[src/rtl/threshold_compress_stream_if.sv]
// Valid/ready bundle for the threshold compressor: beat input side and
// packed-word output side. The DUT uses the slave modport.
interface threshold_compress_stream_if #(
  parameter int OUTPUT_WIDTH = 32,
  parameter int N_CH         = 4,
  parameter int ACC_WIDTH    = 16
);
  logic                        in_valid_i;
  logic                        in_ready_o;
  logic [N_CH*ACC_WIDTH-1:0]   in_data_i;
  logic [N_CH*ACC_WIDTH-1:0]   thr_lo_i;
  logic [N_CH*ACC_WIDTH-1:0]   thr_hi_i;
  logic                        flush_i;
  logic                        out_valid_o;
  logic                        out_ready_i;
  logic [OUTPUT_WIDTH-1:0]     out_data_o;
  logic                        out_last_o;

  modport master (
    output in_valid_i,
    output in_data_i,
    output thr_lo_i,
    output thr_hi_i,
    output flush_i,
    output out_ready_i,
    input  in_ready_o,
    input  out_valid_o,
    input  out_data_o,
    input  out_last_o
  );

  modport slave (
    input  in_valid_i,
    input  in_data_i,
    input  thr_lo_i,
    input  thr_hi_i,
    input  flush_i,
    input  out_ready_i,
    output in_ready_o,
    output out_valid_o,
    output out_data_o,
    output out_last_o
  );
endinterface

[src/rtl/threshold_compress_stream.sv]
// Streaming ternariser: N_CH accumulators per beat -> trits packed 5/byte.
// Optional trit statistics with THRESHOLD_COMPRESS_STREAM_STATS_EN.
module threshold_compress_stream #(
  parameter int OUTPUT_WIDTH = 32,
  parameter int N_CH         = 4,
  parameter int ACC_WIDTH    = 16
) (
  input logic clk_i,
  input logic rst_i,
  threshold_compress_stream_if.slave bus
`ifdef THRESHOLD_COMPRESS_STREAM_STATS_EN
  ,
  input  logic        stats_clr_i,
  output logic [31:0] cnt_neg_o,
  output logic [31:0] cnt_zero_o,
  output logic [31:0] cnt_pos_o
`endif
);

  localparam int NBYTES = OUTPUT_WIDTH / 8;
  localparam int T      = 5 * NBYTES;
  localparam int BEATS  = T / N_CH;
  localparam int CW     = (BEATS > 1) ? $clog2(BEATS) : 1;

  logic [CW-1:0]           cnt;
  logic [CW-1:0]           cnt_nxt;
  logic [1:0]              dig [T];
  logic [1:0]              cur_dig [T];
  logic [1:0]              new_dig [N_CH];
  logic                    flush_pending;
  logic                    out_valid;
  logic [OUTPUT_WIDTH-1:0] out_data;
  logic                    out_last;
  logic [OUTPUT_WIDTH-1:0] word;

  logic last_beat;
  logic in_rdy;
  logic hs;
  logic full;
  logic flush_req;
  logic flush_live;
  logic out_free;
  logic do_flush;
  logic load;

  // Digit encoding is trit+1: 0 -> -1, 1 -> 0, 2 -> +1
  for (genvar c = 0; c < N_CH; c++) begin : g_ch
    logic signed [ACC_WIDTH-1:0] x;
    logic signed [ACC_WIDTH-1:0] lo;
    logic signed [ACC_WIDTH-1:0] hi;
    assign x  = bus.in_data_i[c*ACC_WIDTH +: ACC_WIDTH];
    assign lo = bus.thr_lo_i[c*ACC_WIDTH +: ACC_WIDTH];
    assign hi = bus.thr_hi_i[c*ACC_WIDTH +: ACC_WIDTH];
    assign new_dig[c] = (x < lo) ? 2'd0 :
                        (x < hi) ? 2'd1 : 2'd2;
  end

  assign last_beat = (cnt == CW'(BEATS - 1));
  assign in_rdy    = !flush_pending &&
                     !(last_beat && out_valid && !bus.out_ready_i);
  assign hs        = bus.in_valid_i && in_rdy;
  assign full      = hs && last_beat;

  always_comb begin
    cnt_nxt = cnt;
    if (full)
      cnt_nxt = '0;
    else if (hs)
      cnt_nxt = cnt + CW'(1);
  end

  // A beat arriving with a flush is absorbed first; a completed word
  // leaves nothing for the flush to do.
  assign flush_req  = bus.flush_i || flush_pending;
  assign flush_live = flush_req && !full && (cnt_nxt != '0);
  assign out_free   = !out_valid || bus.out_ready_i;
  assign do_flush   = flush_live && out_free;
  assign load       = full || do_flush;

  // Word view: stored beats, the beat being accepted, then zero-trit pad
  always_comb begin
    for (int i = 0; i < T; i++) begin
      cur_dig[i] = 2'd1;
      if (hs && (i / N_CH) == int'(cnt))
        cur_dig[i] = new_dig[i % N_CH];
      else if ((i / N_CH) < int'(cnt))
        cur_dig[i] = dig[i];
    end
  end

  always_comb begin
    word = '0;
    for (int j = 0; j < NBYTES; j++) begin
      word[8*j +: 8] = 8'(cur_dig[5*j])
                     + 8'(cur_dig[5*j+1]) * 8'd3
                     + 8'(cur_dig[5*j+2]) * 8'd9
                     + 8'(cur_dig[5*j+3]) * 8'd27
                     + 8'(cur_dig[5*j+4]) * 8'd81;
    end
  end

  always_ff @(posedge clk_i or posedge rst_i) begin
    if (rst_i) begin
      cnt           <= '0;
      flush_pending <= 1'b0;
      for (int i = 0; i < T; i++)
        dig[i] <= 2'd0;
    end else begin
      cnt           <= do_flush ? '0 : cnt_nxt;
      flush_pending <= flush_live && !out_free;
      for (int i = 0; i < T; i++) begin
        if (hs && (i / N_CH) == int'(cnt))
          dig[i] <= new_dig[i % N_CH];
      end
    end
  end

  always_ff @(posedge clk_i or posedge rst_i) begin
    if (rst_i) begin
      out_valid <= 1'b0;
      out_data  <= '0;
      out_last  <= 1'b0;
    end else if (load) begin
      out_valid <= 1'b1;
      out_data  <= word;
      out_last  <= do_flush;
    end else if (bus.out_ready_i) begin
      out_valid <= 1'b0;
    end
  end

  assign bus.in_ready_o  = in_rdy;
  assign bus.out_valid_o = out_valid;
  assign bus.out_data_o  = out_data;
  assign bus.out_last_o  = out_last;

`ifdef THRESHOLD_COMPRESS_STREAM_STATS_EN
  logic [31:0] add_neg;
  logic [31:0] add_zero;
  logic [31:0] add_pos;
  logic [31:0] st_neg;
  logic [31:0] st_zero;
  logic [31:0] st_pos;

  function automatic logic [31:0] sat_add(
    input logic [31:0] a,
    input logic [31:0] b
  );
    logic [32:0] s;
    s = {1'b0, a} + {1'b0, b};
    return s[32] ? 32'hFFFF_FFFF : s[31:0];
  endfunction

  always_comb begin
    add_neg  = '0;
    add_zero = '0;
    add_pos  = '0;
    for (int c = 0; c < N_CH; c++) begin
      unique case (new_dig[c])
        2'd0:    add_neg  = add_neg + 32'd1;
        2'd1:    add_zero = add_zero + 32'd1;
        default: add_pos  = add_pos + 32'd1;
      endcase
    end
  end

  always_ff @(posedge clk_i or posedge rst_i) begin
    if (rst_i) begin
      st_neg  <= '0;
      st_zero <= '0;
      st_pos  <= '0;
    end else if (stats_clr_i) begin
      st_neg  <= '0;
      st_zero <= '0;
      st_pos  <= '0;
    end else if (hs) begin
      st_neg  <= sat_add(st_neg, add_neg);
      st_zero <= sat_add(st_zero, add_zero);
      st_pos  <= sat_add(st_pos, add_pos);
    end
  end

  assign cnt_neg_o  = st_neg;
  assign cnt_zero_o = st_zero;
  assign cnt_pos_o  = st_pos;
`endif

endmodule

[src/flat_wrapper.sv]
// flat-port wrapper written by rule: the top's interface ports become plain ports
module threshold_compress_stream_flat 
#(
  parameter int OUTPUT_WIDTH = 32,
  parameter int N_CH         = 4,
  parameter int ACC_WIDTH    = 16
)
  (clk_i, rst_i, bus_in_valid_i, bus_in_data_i, bus_thr_lo_i, bus_thr_hi_i, bus_flush_i, bus_out_ready_i, bus_in_ready_o, bus_out_valid_o, bus_out_data_o, bus_out_last_o);
  threshold_compress_stream_if #(.OUTPUT_WIDTH(OUTPUT_WIDTH), .N_CH(N_CH), .ACC_WIDTH(ACC_WIDTH)) bus_i ();
  input logic clk_i;
  input logic rst_i;
  input wire logic [$bits(bus_i.in_valid_i)-1:0] bus_in_valid_i;
  input wire logic [$bits(bus_i.in_data_i)-1:0] bus_in_data_i;
  input wire logic [$bits(bus_i.thr_lo_i)-1:0] bus_thr_lo_i;
  input wire logic [$bits(bus_i.thr_hi_i)-1:0] bus_thr_hi_i;
  input wire logic [$bits(bus_i.flush_i)-1:0] bus_flush_i;
  input wire logic [$bits(bus_i.out_ready_i)-1:0] bus_out_ready_i;
  output wire logic [$bits(bus_i.in_ready_o)-1:0] bus_in_ready_o;
  output wire logic [$bits(bus_i.out_valid_o)-1:0] bus_out_valid_o;
  output wire logic [$bits(bus_i.out_data_o)-1:0] bus_out_data_o;
  output wire logic [$bits(bus_i.out_last_o)-1:0] bus_out_last_o;
  assign bus_i.in_valid_i = bus_in_valid_i;
  assign bus_i.in_data_i = bus_in_data_i;
  assign bus_i.thr_lo_i = bus_thr_lo_i;
  assign bus_i.thr_hi_i = bus_thr_hi_i;
  assign bus_i.flush_i = bus_flush_i;
  assign bus_i.out_ready_i = bus_out_ready_i;
  assign bus_in_ready_o = bus_i.in_ready_o;
  assign bus_out_valid_o = bus_i.out_valid_o;
  assign bus_out_data_o = bus_i.out_data_o;
  assign bus_out_last_o = bus_i.out_last_o;
  threshold_compress_stream #(.OUTPUT_WIDTH(OUTPUT_WIDTH), .N_CH(N_CH), .ACC_WIDTH(ACC_WIDTH)) u_core (.clk_i(clk_i), .rst_i(rst_i), .bus(bus_i));
endmodule
[config.mk]
export PLATFORM = sky130hd
export DESIGN_NAME = threshold_compress_stream_flat
export DESIGN_NICKNAME = d
export VERILOG_FILES = /design/src/rtl/threshold_compress_stream_if.sv /design/src/rtl/threshold_compress_stream.sv /design/src/flat_wrapper.sv
export SDC_FILE = /design/constraint.sdc
export NUM_CORES = 1
export LEC_CHECK = 0
export BUFFER_PORTS_ARGS = -buffer_cell sky130_fd_sc_hd__buf_2
export CAP_MARGIN = 20
export CORE_ASPECT_RATIO = 0.75
export CORE_MARGIN = 2
export CORE_UTILIZATION = 55
export DETAILED_ROUTE_END_ITERATION = 7
export PLACE_DENSITY = 0.82
export SETUP_SLACK_MARGIN = 0.15
export SLEW_MARGIN = 10
export SYNTH_ARGS = -nofsm -noshare
export SYNTH_HDL_FRONTEND = slang
export SYNTH_SLANG_ARGS = --single-unit
[constraint.sdc]
create_clock -name clk_i -period 8.1 [get_ports clk_i]
set_clock_uncertainty 0.05 [all_clocks]
set_input_delay 2.43 -clock clk_i [delete_from_list [all_inputs] [get_ports clk_i]]
set_output_delay 2.43 -clock clk_i [all_outputs]
set_load 0.1 [all_outputs]
======== Yosys cells after proc, flatten, opt, wreduce, memory -nomap -nowiden ========
Index checks and enable logic that the tools add are counted.
storage, ports and cells
  logic and storage cells ................. 155
  flip-flop bits (word level) ............. 78
  output and inout port bits .............. 35
  input bits .............................. 197
operators by class
  mux-type cells .......................... 53
  magnitude comparators ................... 13
  reductions and logical operators ........ 26
  multiply operators ...................... 16
  add/subtract/negate cells ............... 17
  equal/unequal tests ..................... 5
operators by type and width
  operator                                                                     number
  16-bit less-than comparator                                                  8
  2-bit two-way mux                                                            48
  8-bit by 6-bit adder with 8-bit output                                       4
  8-bit by 7-bit adder with 8-bit output                                       4
  8-bit adder                                                                  4
  2-bit by 7-bit multiplier with 8-bit output, second input constant           4
  2-bit by 5-bit multiplier with 7-bit output, second input constant           4
  2-bit by 4-bit multiplier with 6-bit output, second input constant           4
  2-bit by 4-bit adder with 5-bit output                                       4
  2-bit by 2-bit multiplier with 4-bit output, second input constant           4
  1-bit logical AND                                                            14
  3-bit equality test, first input constant                                    3
  3-bit two-way mux                                                            3
  1-bit logical NOT                                                            6
  1-bit by 3-bit less-than comparator with 1-bit output, first input constant  2
  2-bit by 3-bit less-than comparator with 1-bit output, first input constant  2
  3-bit by 1-bit adder with 3-bit output, second input constant                1
  2-bit by 3-bit equality test with 1-bit output, first input constant         1
  3-bit equality test, second input constant                                   1
  3-bit logical NOT                                                            1
  1-bit logical OR                                                             3
  3-bit less-than comparator, first input constant                             1
  3-bit nonzero test                                                           1
  1-bit two-way mux                                                            2
  2-bit nonzero test                                                           1

======== Longest topological paths before layout ========
Gate-level depths: netlist of the first run.
  depth after elaboration ................. 13
  mapped depth ............................ 27
  mapped depth without buffers ............ 26

======== Least setup slack after synthesis of the first run ========
Ideal clock, no wire load.
  path type ............................... input to register
  start point ............................. input bus_thr_lo_i[31]
  end point ............................... register u_core.out_data[7], in the netlist u_core.bus.out_data_o[7]
  setup slack ............................. 180 ps
  cell stages on the path ................. 24
  arrival ................................. 7750 ps
  library setup time ...................... 120 ps
  cell sequence ........................... inv_1 ha_1 nand4_1 nor3_1 o211ai_1 o211ai_1 mux2i_1 nand2b_1 clkbuf_1 o21ai_0 fa_1 ha_1 inv_1 fa_1 inv_1 fa_1 fa_1 a21o_1 a21oi_1 o21bai_1 a21oi_1 xnor2_1 or4b_1 and3_1
between the ends
  word-level cells in the longest chain between the ends .. 8
ends and longest elaborated chain
  element                                      line                              RTL
  from (decl)                                  flat_wrapper.sv:14                input wire logic [$bits(bus_i.thr_lo_i)-1:0] bus_thr_lo_i;
  16-bit less-than comparator                  threshold_compress_stream.sv:54   assign new_dig[c] = (x < lo) ? 2'd0 :
  2-bit two-way mux                            threshold_compress_stream.sv:54
  2-bit two-way mux                            threshold_compress_stream.sv:84   if (hs && (i / N_CH) == int'(cnt))
  2-bit by 2-bit multiplier with 4-bit output  threshold_compress_stream.sv:95   + 8'(cur_dig[5*j+1]) * 8'd3
  2-bit by 4-bit adder with 5-bit output       threshold_compress_stream.sv:95
  8-bit by 6-bit adder with 8-bit output       threshold_compress_stream.sv:96   + 8'(cur_dig[5*j+2]) * 8'd9
  8-bit by 7-bit adder with 8-bit output       threshold_compress_stream.sv:97   + 8'(cur_dig[5*j+3]) * 8'd27
  8-bit adder                                  threshold_compress_stream.sv:98   + 8'(cur_dig[5*j+4]) * 8'd81;
  to (signal assigned)                         threshold_compress_stream.sv:125  out_data <= word;
  to (decl)                                    threshold_compress_stream.sv:32   logic [OUTPUT_WIDTH-1:0] out_data;
Every way passes these cells.
A chain may end at the register's enable or synchronous reset.

======== Worst setup path after layout of the first run ========
  start point ............................. input bus_in_data_i[29]
  end point ............................... register u_core.out_data[7], in the netlist u_core.bus.out_data_o[7]
between the ends
  word-level cells in the longest chain between the ends .. 9
  elaborated cells between the ends (all ways) .. 10
  those cells by class .................... 4 x add/sub; 1 x mul; 2 x order compare; 3 x mux
ends and longest elaborated chain
  element                                          line                             RTL
  from (decl)                                      flat_wrapper.sv:13               input wire logic [$bits(bus_i.in_data_i)-1:0] bus_in_data_i;
  16-bit less-than comparator                      threshold_compress_stream.sv:55  (x < hi) ? 2'd1 : 2'd2;
  2-bit two-way mux                                threshold_compress_stream.sv:55
  2-bit two-way mux (*)                            threshold_compress_stream.sv:54
  2-bit two-way mux (*)                            threshold_compress_stream.sv:84
  2-bit by 2-bit multiplier with 4-bit output (*)  threshold_compress_stream.sv:95
  2-bit by 4-bit adder with 5-bit output (*)       threshold_compress_stream.sv:95
  8-bit by 6-bit adder with 8-bit output (*)       threshold_compress_stream.sv:96
  8-bit by 7-bit adder with 8-bit output (*)       threshold_compress_stream.sv:97
  8-bit adder (*)                                  threshold_compress_stream.sv:98
Mark *: on every way between the ends. The rest lies on a longest branch, timed or not.

==> metrics.md, run 1 <==
| Metric | Value |
|---|---|
| H-tree levels | 3 |
| Data arrival, critical path | 7.84 ns |
| Synth Area in Compound Gates | 0.1535 |
| Clock Sink Count | 78 |
| Worst setup SP type | input pin |
| Post-CTS setup buffers | 0 |
| Required time of the critical path | 8.27 ns |
| Area delta synth->final | 20.02% |
| Post-DP Area | 0.01089 sq mm |
| IO buf count | 231 |
| Final-layout fill cell count | 1389 |
| Crit-path most repeated cell | fa_1 |
| Post-synthesis mux area share | 0.001070 |
| Max Slew Vio Count | 0 |
| Critical-path cell list | buf_2, ha_1, nand4_1, nor3_2, o211ai_1, o211ai_1, mux2i_2, nand2b_1, o21ai_1, fa_1, ha_1, inv_1, fa_1, inv_1, fa_1, fa_1, a21o_1, a21oi_1, o21bai_1, a21oi_2, xnor2_1, or4b_1, and3_1 |
| Worst slew margin | 0.5318 |
| GRT Total Usage | 0.2588 |
| Grt ovf | 0 |
| CTS Root Buffer Type | clkbuf_16 |
| Syn Std Cell Area | 0.009358 sq mm |
| Die W | 154.6 microns |
| Syn Nets | 1584 |
| Ys Warns | 0 |
| Seq/Total Area, Yosys | 0.2086 |
| Post-cts sizing count | 0 |
| Worst setup path start | bus_in_data_i[29] |
| Max-Cap Viols | 0 |
| Number of synthesized register bits | 78 |
| Main combinational cell family by area after synthesis | adder cells |
| Pre-Repair DR Iteration Count | 5 |
| Synth Flop Type | dfrtp_1 |
| Crit path max fanout | 3 |
| Initial drt markers | 470 |
| Hold Vio Cnt, Final | 0 |
| Final nets | 1832 |
| Critical R2R Launch | u_core.cnt[1]$_DFF_PP0_ |
| Yosys cell types | 68 |
| Clock Latency Late Sink | 0.34 ns |
| Final setup vio count | 0 |
| Core ar. | 0.01672 sq mm |
| Reg area | 0.001952 sq mm |
| Total Routed Length | 22610 microns |
| Final instance area | 0.01123 sq mm |
| Layout cells sized above 1 | 0.2216 |
| RSZ-0062 raised after global routing | true |
| # rows | 41 |
| Adder-cell area share of the yosys netlist | 0.3693 |
| Total number of vias | 8385 |
| Simple-Gate Fraction of Synth Area | 0.1464 |
| Period minus WS final | 7.662 ns |
| Initial Util | 0.5596 |
| Slowest stage delay, CP | 0.55 ns |
| FF-to-FF End | u_core.bus.out_data_o[31]$_DFFE_PP0P_ |
| IO Pins | 232 |
| Number of global-route vias before repair | 8308 |
| CTS Buffer Depth | 2 |
| EDFF count, synth | 0 |
| Synthesized instance count | 1130 |
| CTS tree | done |
| Fmax | 0.1305 GHz |
| First-pass GRT wire length | 37920 microns |
| Crit-path slowest cell | fa_1 |
| Num CTS Buffers | 9 |
| DR WL/cell | 14.16 microns |
| Final ANT Viol Nets | 0 |
| Crit path kind | input pin to flop |
| Outcome | completed |
| Least-Margin Pin Slew | 0.6950 ns |
| Fin crit share | 0.9459 |
| Vias/cell | 5.254 |
| R2R cell count | 23 |
| Flop2flop setup slack | 2.32 ns |
| Post-detail-place hpwl | 19290 microns |
| DRC Markers | 0 |
| Mean Syn Cell Area | 8.281 sq um |
| Post-synthesis xor/xnor area fraction | 0.02714 |
| Placer Congestion | 0.8841 |
| Pin count of the biggest net entering global routing | 79 |
| Multi-input logic area | 0.006568 sq mm |
| Hold_buf cts | 0 |
| Ys async rst share | 1.000 |
| DIE AREA | 0.01808 sq mm |
| Clk pin slew, worst setup/hold paths | 0.05 ns |
| Critical Path End | u_core.bus.out_data_o[7]$_DFFE_PP0P_ |
| Initial antenna violation count | 0 |
| Die H | 117.0 microns |
| Fin Setup TNS | 0 ns |
| Antenna diodes | 0 |
| CP Capture Type | flop |
| HP Class | flop to flop |
## critical path, delay by kind of cell
family	cells	cell delay, ns
buf+inv	3	0.27
fa+ha+maj	6	2.42
mux	1	0.34
compound gates	7	1.07
simple gates	5	1.21
xor+xnor	1	0.10
## worst min path at each step
stage / start / to / slack, ns / depth (start not counted)
2_1_floorplan: u_core.dig[16]$_DFFE_PP0P_ / u_core.dig[16]$_DFFE_PP0P_ / 0.39 / 2
3_3_place_gp: u_core.bus.out_data_o[18]$_DFFE_PP0P_ / u_core.bus.out_data_o[18]$_DFFE_PP0P_ / 0.39 / 2
3_5_place_dp: u_core.bus.out_data_o[18]$_DFFE_PP0P_ / u_core.bus.out_data_o[18]$_DFFE_PP0P_ / 0.40 / 2
4_1_cts: u_core.bus.out_data_o[18]$_DFFE_PP0P_ / u_core.bus.out_data_o[18]$_DFFE_PP0P_ / 0.41 / 2
5_1_grt: u_core.bus.out_data_o[18]$_DFFE_PP0P_ / u_core.bus.out_data_o[18]$_DFFE_PP0P_ / 0.44 / 2
6_report: u_core.bus.out_data_o[18]$_DFFE_PP0P_ / u_core.bus.out_data_o[18]$_DFFE_PP0P_ / 0.41 / 2
## sequential cells by signal, indices dropped and copies added, names as in the netlist
name,count
u_core.dig,40
u_core.bus.out_data_o,32
u_core.cnt,3
u_core.bus.out_last_o,1
u_core.bus.out_valid_o,1
u_core.flush_pending,1
## layout make-up
cell class                      count  area share
Clock buffer                       13     0.02406
Clock inverter                      1   0.0004456
Inverter                          204     0.06818
Multi-Input combinational cell    824      0.5848
Sequential cell                    78      0.1738
Tap cell                          215     0.02395
Timing Repair Buffer              261      0.1248
## cell families (layout without fill, tap and decap cells)
kind of cell,after synthesis,after routing
simple gates,305,305
fa+ha+maj,257,257
compound gates,232,232
buf+inv,228,479
flops,78,78
xor+xnor,29,29
mux,1,1
## cells in the final DEF (no fill, tap or decap), types with 2 or more instances in the layout
cell type / Yosys / layout
or2_2: 6 / 6
ha_1: 225 / 225
inv_1: 204 / 203
nand2b_1: 8 / 8
or3_1: 3 / 2
nor3_1: 20 / 19
nor3_2: 2 / 3
nand4_1: 14 / 14
fa_1: 32 / 32
a21o_1: 18 / 18
xnor2_1: 20 / 20
a21oi_2: 1 / 3
o21ai_0: 76 / 71
nand3b_1: 2 / 2
a211oi_1: 10 / 9
o21a_1: 5 / 5
nor2_2: 1 / 2
clkbuf_16: 0 / 9
a22oi_1: 2 / 2
buf_2: 4 / 231
nand3_1: 8 / 8
o211ai_1: 4 / 4
a21oi_1: 71 / 69
clkbuf_8: 0 / 3
o31a_1: 2 / 2
nand2_1: 172 / 172
and2_1: 9 / 9
o21ai_1: 7 / 12
nor2b_1: 3 / 3
buf_4: 1 / 29
o22ai_1: 6 / 5
nor2_1: 45 / 44
a31oi_1: 3 / 3
o21bai_1: 8 / 8
xor2_1: 9 / 9
dfrtp_1: 78 / 78
## per-layer routing
metal  GRT usage  share of wire  vias to the layer above
met5           0              0                        -
met4     0.07716          0.023                        0
met3     0.05596          0.064                       47
met2      0.4548           0.46                      271
met1      0.3246           0.46                     3797
li1            -              -                     4270
## metrics by stage
stage               utilization  hold slack (ns)  setup WS [ns]  std cells
floorplan                     -           0.3947         0.1803       1130
global placement         0.6510           0.3941        0.05523       1581
detailed placement       0.6510           0.4002        -0.1098       1581
CTS                      0.6674           0.4123         0.2146       1595
global route             0.6716           0.4375         0.1491       1596
finish                   0.6716           0.4057         0.4380       1596
## synthesized netlist by cell type, types with 10 or more instances
| cell | count | area, sq um |
|---|---|---|
| a21o_1 | 18 | 135.1 |
| inv_1 | 204 | 765.7 |
| ha_1 | 225 | 2815 |
| nor3_1 | 20 | 100.1 |
| a211oi_1 | 10 | 75.07 |
| xnor2_1 | 20 | 175.2 |
| clkbuf_1 | 17 | 63.81 |
| nand2_1 | 172 | 645.6 |
| nand4_1 | 14 | 87.58 |
| a21oi_1 | 71 | 355.3 |
| dfrtp_1 | 78 | 1952 |
| o21ai_0 | 76 | 380.4 |
| nor2_1 | 45 | 168.9 |
| fa_1 | 32 | 640.6 |
Power of run 1 is not shown: default switching activity piles up to over one toggle a cycle in this logic, so the estimate is an artifact.
==> run 2, diff against run 1 <==
PLACE_DENSITY = default   (was 0.82)
PLACE_DENSITY_LB_ADDON = 0.15   (was default)
==> metrics.md, run 2 (synthesis results as in run 1) <==
| Metric | Value |
|---|---|
| Fin crit share | 0.9593 (was 0.9459) |
| Antenna diodes | 0 (unchanged) |
| # rows | 41 (unchanged) |
| Most frequent cells in the layout | buf_2 (231), ha_1 (225), inv_1 (203), nand2_1 (172), dfrtp_1 (78) (unchanged) |
| Largest register by flop count | u_core.dig (unchanged) |
| Number of global-route vias before repair | 7911 (was 8308) |
| Vias/cell | 5.133 (was 5.254) |
| CTS Root Buffer Type | clkbuf_16 (unchanged) |
| CTS tree | done (unchanged) |
| Max Slew Vio Count | 0 (unchanged) |
| Die W | 154.6 microns (unchanged) |
| Slowest stage delay, CP | 0.55 ns (about the same) |
| First-pass GRT wire length | 36310 microns (was 37920 microns) |
| Crit-path slowest cell | fa_1 (unchanged) |
| Placer Congestion | 0.9166 (was 0.8841) |
| GRT Total Usage | 0.2482 (was 0.2588) |
| Crit path kind | input pin to flop (unchanged) |
| H-tree levels | 3 (unchanged) |
| Clock Sink Count | 78 (unchanged) |
| Worst setup SP type | input pin (unchanged) |
| Core ar. | 0.01672 sq mm (unchanged) |
| Post-detail-place hpwl | 18440 microns (was 19290 microns) |
| Outcome | completed (unchanged) |
| Period minus WS final | 7.771 ns (was 7.662 ns) |
| Initial antenna violation count | 0 (unchanged) |
| Max-Cap Viols | 0 (unchanged) |
| Fmax | 0.1287 GHz (was 0.1305 GHz) |
| Pre-Repair DR Iteration Count | 5 (unchanged) |
| DIE AREA | 0.01808 sq mm (unchanged) |
| Least-Margin Pin Slew | 0.9912 ns (was 0.6950 ns) |
| IO buf count | 231 (unchanged) |
| Data arrival, critical path | 7.96 ns (was 7.84 ns) |
| Total Routed Length | 21680 microns (was 22610 microns) |
| Worst setup path start | bus_thr_lo_i[30] (was bus_in_data_i[29]) |
| Area delta synth->final | 19.48% (was 20.02%) |
| Worst slew margin | 0.3392 (was 0.5318) |
| Initial Util | 0.5596 (unchanged) |
| Final instance area | 0.01118 sq mm (was 0.01123 sq mm) |
| Flop2flop setup slack | 2.34 ns (was 2.32 ns) |
| Total number of vias | 8177 (was 8385) |
| Critical Path End | u_core.bus.out_data_o[7]$_DFFE_PP0P_ (unchanged) |
| Critical R2R Launch | u_core.cnt[1]$_DFF_PP0_ (unchanged) |
| CTS Buffer Depth | 2 (unchanged) |
| Leading cell type in the layout, fill and taps excluded | buf_2 (unchanged) |
| Post-cts sizing count | 0 (unchanged) |
| Initial drt markers | 454 (was 470) |
| DR WL/cell | 13.61 microns (was 14.16 microns) |
| Crit-path most repeated cell | fa_1 (unchanged) |
| Clock Latency Late Sink | 0.35 ns (was 0.34 ns) |
| IO Pins | 232 (unchanged) |
| Hold_buf cts | 0 (unchanged) |
| Post-DP Area | 0.01086 sq mm (was 0.01089 sq mm) |
| FF-to-FF End | u_core.bus.out_data_o[7]$_DFFE_PP0P_ (was u_core.bus.out_data_o[31]$_DFFE_PP0P_) |
| Required time of the critical path | 8.29 ns (was 8.27 ns) |
| Post-CTS setup buffers | 0 (unchanged) |
| RSZ-0062 raised after global routing | true (unchanged) |
| Final ANT Viol Nets | 0 (unchanged) |
| Final-layout fill cell count | 1431 (was 1389) |
| WHS Path Cells | 2 (unchanged) |
| Crit path max fanout | 3 (unchanged) |
| Final setup vio count | 0 (unchanged) |
| Max reg flops | 40 (unchanged) |
| DRC Markers | 0 (unchanged) |
| Grt ovf | 0 (unchanged) |
| Num CTS Buffers | 9 (unchanged) |
| Die H | 117.0 microns (unchanged) |
| Pin count of the biggest net entering global routing | 79 (unchanged) |
| HP Class | flop to flop (unchanged) |
| Hold Vio Cnt, Final | 0 (unchanged) |
| Final nets | 1827 (was 1832) |
| Clk pin slew, worst setup/hold paths | 0.06 ns (was 0.05 ns) |
| Layout cells sized above 1 | 0.2155 (was 0.2216) |
| CP Capture Type | flop (unchanged) |
| R2R cell count | 23 (unchanged) |
[run 2: how the worst min path moves through the flow]
stage / from / to / slack [ns]
after CTS: u_core.bus.out_data_o[0]$_DFFE_PP0P_ / u_core.bus.out_data_o[0]$_DFFE_PP0P_ / 0.42
after global placement: u_core.bus.out_data_o[10]$_DFFE_PP0P_ / u_core.bus.out_data_o[10]$_DFFE_PP0P_ / 0.40
after global routing: u_core.bus.out_data_o[1]$_DFFE_PP0P_ / u_core.bus.out_data_o[1]$_DFFE_PP0P_ / 0.44
after detailed placement: u_core.bus.out_data_o[0]$_DFFE_PP0P_ / u_core.bus.out_data_o[0]$_DFFE_PP0P_ / 0.41
after floorplan: u_core.dig[16]$_DFFE_PP0P_ / u_core.dig[16]$_DFFE_PP0P_ / 0.39
final: u_core.bus.out_data_o[0]$_DFFE_PP0P_ / u_core.bus.out_data_o[0]$_DFFE_PP0P_ / 0.42
[run 2: worst max-delay path, delay by kind of cell]
kind	cells	cell delay (ns)
fa+ha+maj	6	2.42
simple gates	7	1.42
compound gates	6	1.05
mux	1	0.31
buf+inv	4	0.21
xor+xnor	1	0.13
[run 2: layer usage]
layer / up-vias / global-route usage / share of wire
li1: 4270 / - / -
met1: 3638 / 0.3425 / 0.49
met2: 237 / 0.4113 / 0.44
met3: 32 / 0.04492 / 0.060
met4: 0 / 0.05802 / 0.017
met5: - / 0 / 0
[run 2: cell type report]
type / instances / area, sq um / area share
Inverter: 204 / 765.7 / 0.06849
Clock inverter: 5 / 63.81 / 0.005707
Tap cell: 215 / 269.0 / 0.02406
Clock buffer: 11 / 252.7 / 0.02261
Multi-Input combinational cell: 824 / 6534 / 0.5844
Timing Repair Buffer: 256 / 1344 / 0.1202
Sequential cell: 78 / 1952 / 0.1746
[run 2: stage by stage]
stage          cells  hold WS, ns  setup slack, ns  utilization  setup TNS (ns)
2_1_floorplan   1130       0.3947           0.1803            -               0
4_1_cts         1593       0.4226           0.3230       0.6681               0
3_3_place_gp    1577       0.3968           0.1108       0.6492               0
6_report        1593       0.4213           0.3294       0.6686               0
5_1_grt         1593       0.4441          0.03091       0.6686               0
3_5_place_dp    1577       0.4082         -0.03286       0.6492        -0.03286
Power of run 2 is left out for the same reason.
